File: src/rtl/inert_pkg.sv
// inert_pkg: shared states and constants for the inertial pitch integrator.
//   CAL/RUN state encoding, accelerometer offset, pitch scale, fusion step
//   and the number of samples averaged for the gyro offset.
package inert_pkg;

    typedef enum logic {CAL, RUN} state_e;

    localparam logic signed [16:0] AZ_OFFSET   = 17'sh000A0;
    localparam logic signed [10:0] PTCH_SCALE  = 11'sd327;
    localparam logic signed [26:0] FUSION_STEP = 27'sd1024;
    localparam int                 CAL_SAMPLES = 16;

endpackage

File: src/rtl/gyro_offset_cal.sv
// gyro_offset_cal: averages the first 16 gyro samples after reset/recal into an offset.
//   clk        rising-edge clock
//   rst_n      synchronous active-low reset
//   vld_i      sample strobe
//   recal_i    restart calibration (offset keeps its old value until the next exit)
//   raw_i      signed raw pitch-rate sample
//   offset_o   latched gyro offset
//   cal_done_o high while in RUN
module gyro_offset_cal
    import inert_pkg::*;
(
    input  logic        clk,
    input  logic        rst_n,
    input  logic        vld_i,
    input  logic        recal_i,
    input  logic [15:0] raw_i,
    output logic [15:0] offset_o,
    output logic        cal_done_o
);

    state_e             state_q, state_d;
    logic signed [19:0] acc_q, acc_d;
    logic [3:0]         cnt_q, cnt_d;
    logic [15:0]        offset_q, offset_d;
    logic signed [19:0] sum;

    always_comb begin
        state_d  = state_q;
        acc_d    = acc_q;
        cnt_d    = cnt_q;
        offset_d = offset_q;
        sum      = acc_q + {{4{raw_i[15]}}, raw_i};
        if (recal_i) begin
            state_d = CAL;
            acc_d   = '0;
            cnt_d   = '0;
        end else if (state_q == CAL && vld_i) begin
            if (cnt_q == 4'(CAL_SAMPLES - 1)) begin
                // The last sample is folded in combinationally; >>> floors the average.
                offset_d = 16'(sum >>> 4);
                state_d  = RUN;
                acc_d    = '0;
                cnt_d    = '0;
            end else begin
                acc_d = sum;
                cnt_d = cnt_q + 4'd1;
            end
        end
    end

    always_ff @(posedge clk) begin
        if (!rst_n) begin
            state_q  <= CAL;
            acc_q    <= '0;
            cnt_q    <= '0;
            offset_q <= '0;
        end else begin
            state_q  <= state_d;
            acc_q    <= acc_d;
            cnt_q    <= cnt_d;
            offset_q <= offset_d;
        end
    end

    assign offset_o   = offset_q;
    assign cal_done_o = (state_q == RUN);

endmodule

File: src/rtl/inertial_integrator.sv
// inertial_integrator: fuses offset-compensated gyro rate with accelerometer pitch.
//   clk          rising-edge clock
//   rst_n        synchronous active-low reset
//   vld          inertial sample strobe
//   ptch_rt_raw  signed raw pitch-rate sample
//   AZ           signed raw Z-accelerometer sample
//   recal        restart gyro offset calibration
//   ptch         signed fused pitch
//   ptch_rt      signed compensated pitch rate
//   ptch_vld     one-cycle strobe, ptch/ptch_rt updated
//   cal_done     high while running
module inertial_integrator
    import inert_pkg::*;
(
    input  logic        clk,
    input  logic        rst_n,
    input  logic        vld,
    input  logic [15:0] ptch_rt_raw,
    input  logic [15:0] AZ,
    input  logic        recal,
    output logic [15:0] ptch,
    output logic [15:0] ptch_rt,
    output logic        ptch_vld,
    output logic        cal_done
);

    logic [15:0]        offset;
    logic               upd;
    logic signed [16:0] rt_diff;
    logic signed [15:0] rt_sat;
    logic signed [16:0] az_comp;
    logic signed [26:0] az_ext;
    logic signed [26:0] prod;
    logic signed [15:0] ptch_acc;
    logic signed [26:0] fusion;
    logic signed [26:0] ptch_int_q, ptch_int_d;
    logic signed [15:0] ptch_q, ptch_d;
    logic signed [15:0] ptch_rt_q, ptch_rt_d;
    logic               ptch_vld_q;
    logic               unused_prod;

    gyro_offset_cal u_cal (
        .clk        (clk),
        .rst_n      (rst_n),
        .vld_i      (vld),
        .recal_i    (recal),
        .raw_i      (ptch_rt_raw),
        .offset_o   (offset),
        .cal_done_o (cal_done)
    );

    // recal wins over a coincident sample, which is then dropped.
    assign upd     = vld && cal_done && !recal;
    assign rt_diff = {ptch_rt_raw[15], ptch_rt_raw} - {offset[15], offset};
    assign rt_sat  = (rt_diff > 17'sd32767)  ? 16'sh7FFF :
                     (rt_diff < -17'sd32768) ? 16'sh8000 : rt_diff[15:0];

    // Accelerometer pitch: scaled Z acceleration, bits [25:13] of the product.
    assign az_comp     = {AZ[15], AZ} - AZ_OFFSET;
    assign az_ext      = 27'(az_comp);
    assign prod        = az_ext * 27'(PTCH_SCALE);
    assign ptch_acc    = {{3{prod[25]}}, prod[25:13]};
    assign unused_prod = ^{prod[26], prod[12:0]};

    // Complementary filter: nudge the integrated pitch toward the accelerometer.
    assign fusion     = (ptch_acc > ptch_q) ? FUSION_STEP : -FUSION_STEP;
    assign ptch_int_d = ptch_int_q - {{11{rt_sat[15]}}, rt_sat} + fusion;
    assign ptch_d     = ptch_int_d[26:11];
    assign ptch_rt_d  = rt_sat;

    always_ff @(posedge clk) begin
        if (!rst_n || recal) begin
            ptch_int_q <= '0;
            ptch_q     <= '0;
            ptch_rt_q  <= '0;
            ptch_vld_q <= 1'b0;
        end else begin
            ptch_vld_q <= upd;
            if (upd) begin
                ptch_int_q <= ptch_int_d;
                ptch_q     <= ptch_d;
                ptch_rt_q  <= ptch_rt_d;
            end
        end
    end

    assign ptch     = ptch_q;
    assign ptch_rt  = ptch_rt_q;
    assign ptch_vld = ptch_vld_q;

endmodule
File: config.mk
export PLATFORM = sky130hd
export DESIGN_NAME = inertial_integrator
export DESIGN_NICKNAME = d
export VERILOG_FILES = /design/src/rtl/inert_pkg.sv /design/src/rtl/gyro_offset_cal.sv /design/src/rtl/inertial_integrator.sv
export SDC_FILE = /design/constraint.sdc
export NUM_CORES = 1
export LEC_CHECK = 0
export BUFFER_PORTS_ARGS = -buffer_cell sky130_fd_sc_hd__clkbuf_2
export CAP_MARGIN = 20
export CORE_UTILIZATION = 35
export DETAILED_ROUTE_END_ITERATION = 12
export PLACE_DENSITY = 0.52
export SLEW_MARGIN = 0
export SYNTH_ARGS = -nofsm -noshare
export SYNTH_HDL_FRONTEND = slang
export SYNTH_SLANG_ARGS = --single-unit
File: constraint.sdc
create_clock -name clk -period 12.4 [get_ports clk]
set_clock_uncertainty 0.2 [all_clocks]
set_input_delay 1.24 -clock clk [delete_from_list [all_inputs] [get_ports clk]]
set_output_delay 1.24 -clock clk [all_outputs]
set_load 0.02 [all_outputs]
# Yosys cells after proc, flatten, opt, wreduce, memory -nomap -nowiden
# Index checks and enable logic that the tools add are counted.
# totals
word_cells	36
regBits	101
output_inout_bits	34
inputBits	36
# classes
n_addsub	6
bitwise_logic	3
multipliers	1
reduce_logical	9
order_cmp	3
n_eq_ne	1
muxes	5
# ops
operator	n
$mux 16	2
$add 27x27->27	1
$mux 27	1
$sub 27x27->27	1
$mul 17x10->26 const B	1
$add 20x20->20	1
$mux 20	1
$gt 17x16->1 const B	1
$lt 17x16->1 const B	1
$sub 16x16->17	1
$sub 16x9->17 const B	1
$gt 13x16->1	1
$add 4x1->4 const B	1
$eq 4x4->1 const B	1
$mux 4	1
$logic_and 1x1->1	3
$not 1->1	3
$reduce_and 3->1	1
$logic_not 1->1	2
$reduce_and 2->1	1
$reduce_or 2->1	1
$logic_or 1x1->1	1

# Depth between registers and ports, before layout
# logic_depth
ltp_word	6
mapped_depth	44
depth_no_buf	44

# Cells and area by module
# From an unflattened synthesis, not the netlist that was laid out.
# unflattened
hier_cells	1237
area_unflattened_um2	10261.1
# by_module_without_submodules
module	instances	area_each_um2	seq_area_each_um2	cells_per_inst
inertial_integrator	1	7679.9	880.8	924
gyro_offset_cal	1	2581.2	820.8	313

# Worst setup path after synthesis
# Ideal clock, no wire load.
# synth_path
path_kind	input -> register
startpoint	in AZ[6]
endpoint	reg ptch_int_q[26]
path_buffers	0
t_arrival_ps	11367
setup_ps	86
setup_slack_ps	746
required_ps	12114
cell_stages	40
cell_sequence	o21ai_0 -> nand2_1 -> nor2_1 -> a21oi_1 -> nor2_1 -> xnor2_1 -> ha_1 -> fa_1 -> fa_1 -> inv_1 -> fa_1 -> inv_1 -> ha_1 -> and2_1 -> o21a_1 -> o21ai_0 -> nand2b_1 -> a32oi_1 -> [... 4 more ...] -> nor2b_1 -> o21ai_0 -> nand2b_1 -> a21o_1 -> a2111oi_0 -> nand2b_1 -> o21ai_0 -> fa_1 -> ha_1 -> a21o_1 -> a21o_1 -> a211oi_1 -> o21ai_1 -> a21oi_4 -> o2111ai_1 -> a21oi_1 -> xnor2_1 -> a221oi_2
# synth_between
elab_chain_cells	5
# synth_lines
element	line	rtl
from (decl)	inertial_integrator.sv:19	input logic [15:0] AZ,
$sub 16x9->17	inertial_integrator.sv:59	assign az_comp = {AZ[15], AZ} - AZ_OFFSET;
$mul 17x10->26	inertial_integrator.sv:61	assign prod = az_ext * 27'(PTCH_SCALE);
$gt 13x16->1	inertial_integrator.sv:66	assign fusion = (ptch_acc > ptch_q) ? FUSION_STEP : -FUSION_STEP;
$mux 27	inertial_integrator.sv:66	
$add 27x27->27	inertial_integrator.sv:67	assign ptch_int_d = ptch_int_q - {{11{rt_sat[15]}}, rt_sat} + fusion;
to (signal assigned)	inertial_integrator.sv:80	ptch_int_q <= ptch_int_d;
to (decl)	inertial_integrator.sv:36	logic signed [26:0] ptch_int_q, ptch_int_d;
# Every way passes these cells.
# A chain may end at the register's enable or synchronous reset.

# Worst setup path after layout
# layout_path
startpoint	in AZ[5]
endpoint	reg ptch_int_q[26]
# Same word-level chain as after synthesis.

==> flow_summary.yaml <==
outcome:
  outcome: "finished, final reports clean"
routing:
  routed_via_density: 4.96
  final_antenna_net_count: 0
  drcViolationCount: 0
  vias: 8172
  drt-initial-drc-count: 312
  drtPass1Iterations: 5
  wl_um: 23600
  wl_per_cell_um: 14.4
yosys:
  synth_area_leaders: "ha_1, dfxtp_1, fa_1"
  yosysUniqueCellTypes: 69
  synth_enable_flop_cells: 0
  netlist_area_mm2: 0.00999
  synth_warnings: 0
  synth_most_common_cell: "inv_1"
  syn_inst: 1217
  synth.yosys.seq_area_share: 0.170
  synth_common_cells: "inv_1, ha_1, nor2_1"
  synth_top_area_frac: 0.204
  synth-main-ff-cell: "dfxtp_1"
  synth_top_area_cell: "ha_1"
  synth_area_per_cell_um2: 8.21
  syn-num-nets: 1478
  ys_seq_elements: 85
  async_flop_share: 0
clock_network:
  post_cts_resized: 0
  cts_buffers: 9
  cts_sinks: 85
  clk_latency_ns: 0.36
  cts_max_level: 3
  cts_setup_buffers: 0
  cts-root-buf: "clkbuf_16"
  cts_tree: "done"
  cts_hold_buffers: 0
  clk_pin_slew_ns: 0.07
  clk_path_buf_depth: 2
floorplanning:
  die_h_um: 171
  dieArea_mm2: 0.0292
  rows: 61
  core_mm2: 0.0279
  ios: 70
  die_w_um: 171
  start_util: 0.358
placement:
  gp_congestion: 0.823
  port_buffers: 69
  postPlaceCellArea_mm2: 0.0107
  hpwl_um: 19000
global_routing:
  grt_max_degree: 54
  antenna_found_initial: 0
  track_usage: 0.170
  grt_pass1_wl_um: 39600
  grt_overflow: 0
  grt_pass1_vias: 7909
setup_path:
  r2r_cells: 22
  worstPathRequired_ns: 12.47
  start_kind: "primary input"
  crit_arrival_ns: 11.14
  endpoint_kind: "flip-flop"
  rrSetupSlack_ns: 6.60
  slowest_stage: "fa_1"
  critical_path_class: "in2reg"
  cp_slowest_stage_delay_ns: 0.54
  crit_fanout: 6
flow_run:
  cap_violations: 0
sta:
  period_minus_slack_ns: 11.07
  finalCritPeriodShare: 0.893
  finalSetupViolations: 0
  tns_ns: 0
  slew_headroom: 0.281
  hold_violations: 0
  fmax_mhz: 90.3
  drv_slew: 0
  rsz0062_at_grt: "false"
  tightestPinTransition_ns: 1.08
worst_hold_path:
  min_path_type: "reg2reg"
  hold_depth: 2
power_and_ir_drop:
  comb_power_share: 0.743
  p_per_area_mw_per_mm2: 192
  max-vdd-ir-drop_uv: 114
  seqPwrFrac: 0.132
  p_leak_nw: 4.98
  switching_power_mw: 0.993
  clock_power_share: 0.125
  p_sw_frac: 0.471
  p_int_mw: 1.11
final_layout:
  regArea_mm2: 0.00170
  finalNetCount: 1524
  multi_input_area_mm2: 0.00742
  drive_above_1_share: 0.0938
  fill_cells: 2946
  finish.instance_area_mm2: 0.0110
  diodes: 0
  syn2layout_area_growth_pct: 9.75
[per-layer routing]
metal	track usage	vias up	routed length (µm)
li1	-	4217	-
met1	0.231	3851	11800
met2	0.285	91	11000
met3	0.0238	13	612
met4	0.0342	0	241
met5	0	-	0
[registers in the layout, summed over array words and instances, names as in the netlist]
register          cells
u_cal.cnt_q           4
u_cal.acc_q          20
u_cal.offset_o       16
ptch_vld              1
ptch_rt              16
u_cal.cal_done_o      1
ptch_int_q           27
[critical path, delay by kind of cell]
family / cells / cell delay, ns
simple gates: 8 / 1.14
fa+ha+maj: 9 / 3.56
compound gates: 17 / 3.88
buf+inv: 6 / 0.57
xor+xnor: 3 / 0.73
[cell families (layout without fill, tap and decap cells)]
group           count (synthesis)  in the layout  synth area share
fa+ha+maj                     226            226             0.330
compound gates                285            285             0.194
xor+xnor                       79             79            0.0693
simple gates                  324            324             0.148
buf+inv                       217            268            0.0881
mux                             1              1           0.00113
flops                          85             85             0.170
[placed cells by master, fill, tap and decap left out, types with 16 or more instances in the layout]
master	synthesis	final
inv_1	175	175
ha_1	163	163
nor2_1	106	106
nand2_1	105	105
dfxtp_1	85	85
a21oi_1	84	83
clkbuf_2	0	69
fa_1	62	62
xnor2_1	53	53
o21ai_0	38	37
nor3_1	28	27
xor2_1	26	26
a21o_1	24	24
o21a_1	19	19
nand3_1	16	16
a211oi_1	16	16
[worst paths after layout]
| check | startpoint | end |
|---|---|---|
| setup / recovery | AZ[5] | ptch_int_q[26]$_SDFFE_PP0P_ |
| hold / removal | u_cal.offset_o[11]$_SDFFE_PN0P_ | u_cal.offset_o[11]$_SDFFE_PN0P_ |
| setup reg to reg | u_cal.offset_o[12]$_SDFFE_PN0P_ | ptch_int_q[25]$_SDFFE_PP0P_ |
| hold reg to reg | u_cal.offset_o[11]$_SDFFE_PN0P_ | u_cal.offset_o[11]$_SDFFE_PN0P_ |
[through the flow]
| stage | hold WS, ns | utilization | worst slack, ns | power (mW) | cells |
|---|---|---|---|---|---|
| floorplan | 0.232 | - | 0.746 | 1.55 | 1217 |
| global placement | 0.242 | 0.381 | 1.24 | 1.85 | 1629 |
| detailed placement | 0.250 | 0.381 | 0.945 | 1.86 | 1629 |
| CTS | 0.259 | 0.391 | 1.27 | 2.14 | 1645 |
| global route | 0.283 | 0.392 | 0.348 | 2.39 | 1646 |
| finish | 0.258 | 0.392 | 1.33 | 2.11 | 1646 |
[area by class of cell]
class                      instances  area share
timing repair buffer              77      0.0388
inverter                         175      0.0599
sequential                        85       0.155
clock buffer                      12      0.0225
clock inverter                     4     0.00308
multi-input combinational        915       0.677
tap                              378      0.0432
[power by group through the flow]
| stage | Clock (mW) | Combinational, mW | Sequential (mW) |
|---|---|---|---|
| floorplan | 0 | 1.26 | 0.283 |
| CTS | 0.273 | 1.59 | 0.278 |
| global placement | 0 | 1.57 | 0.284 |
| finish | 0.264 | 1.57 | 0.278 |
| detailed placement | 0 | 1.57 | 0.284 |
| global route | 0.283 | 1.83 | 0.278 |
(Power assumes the default switching activity.)
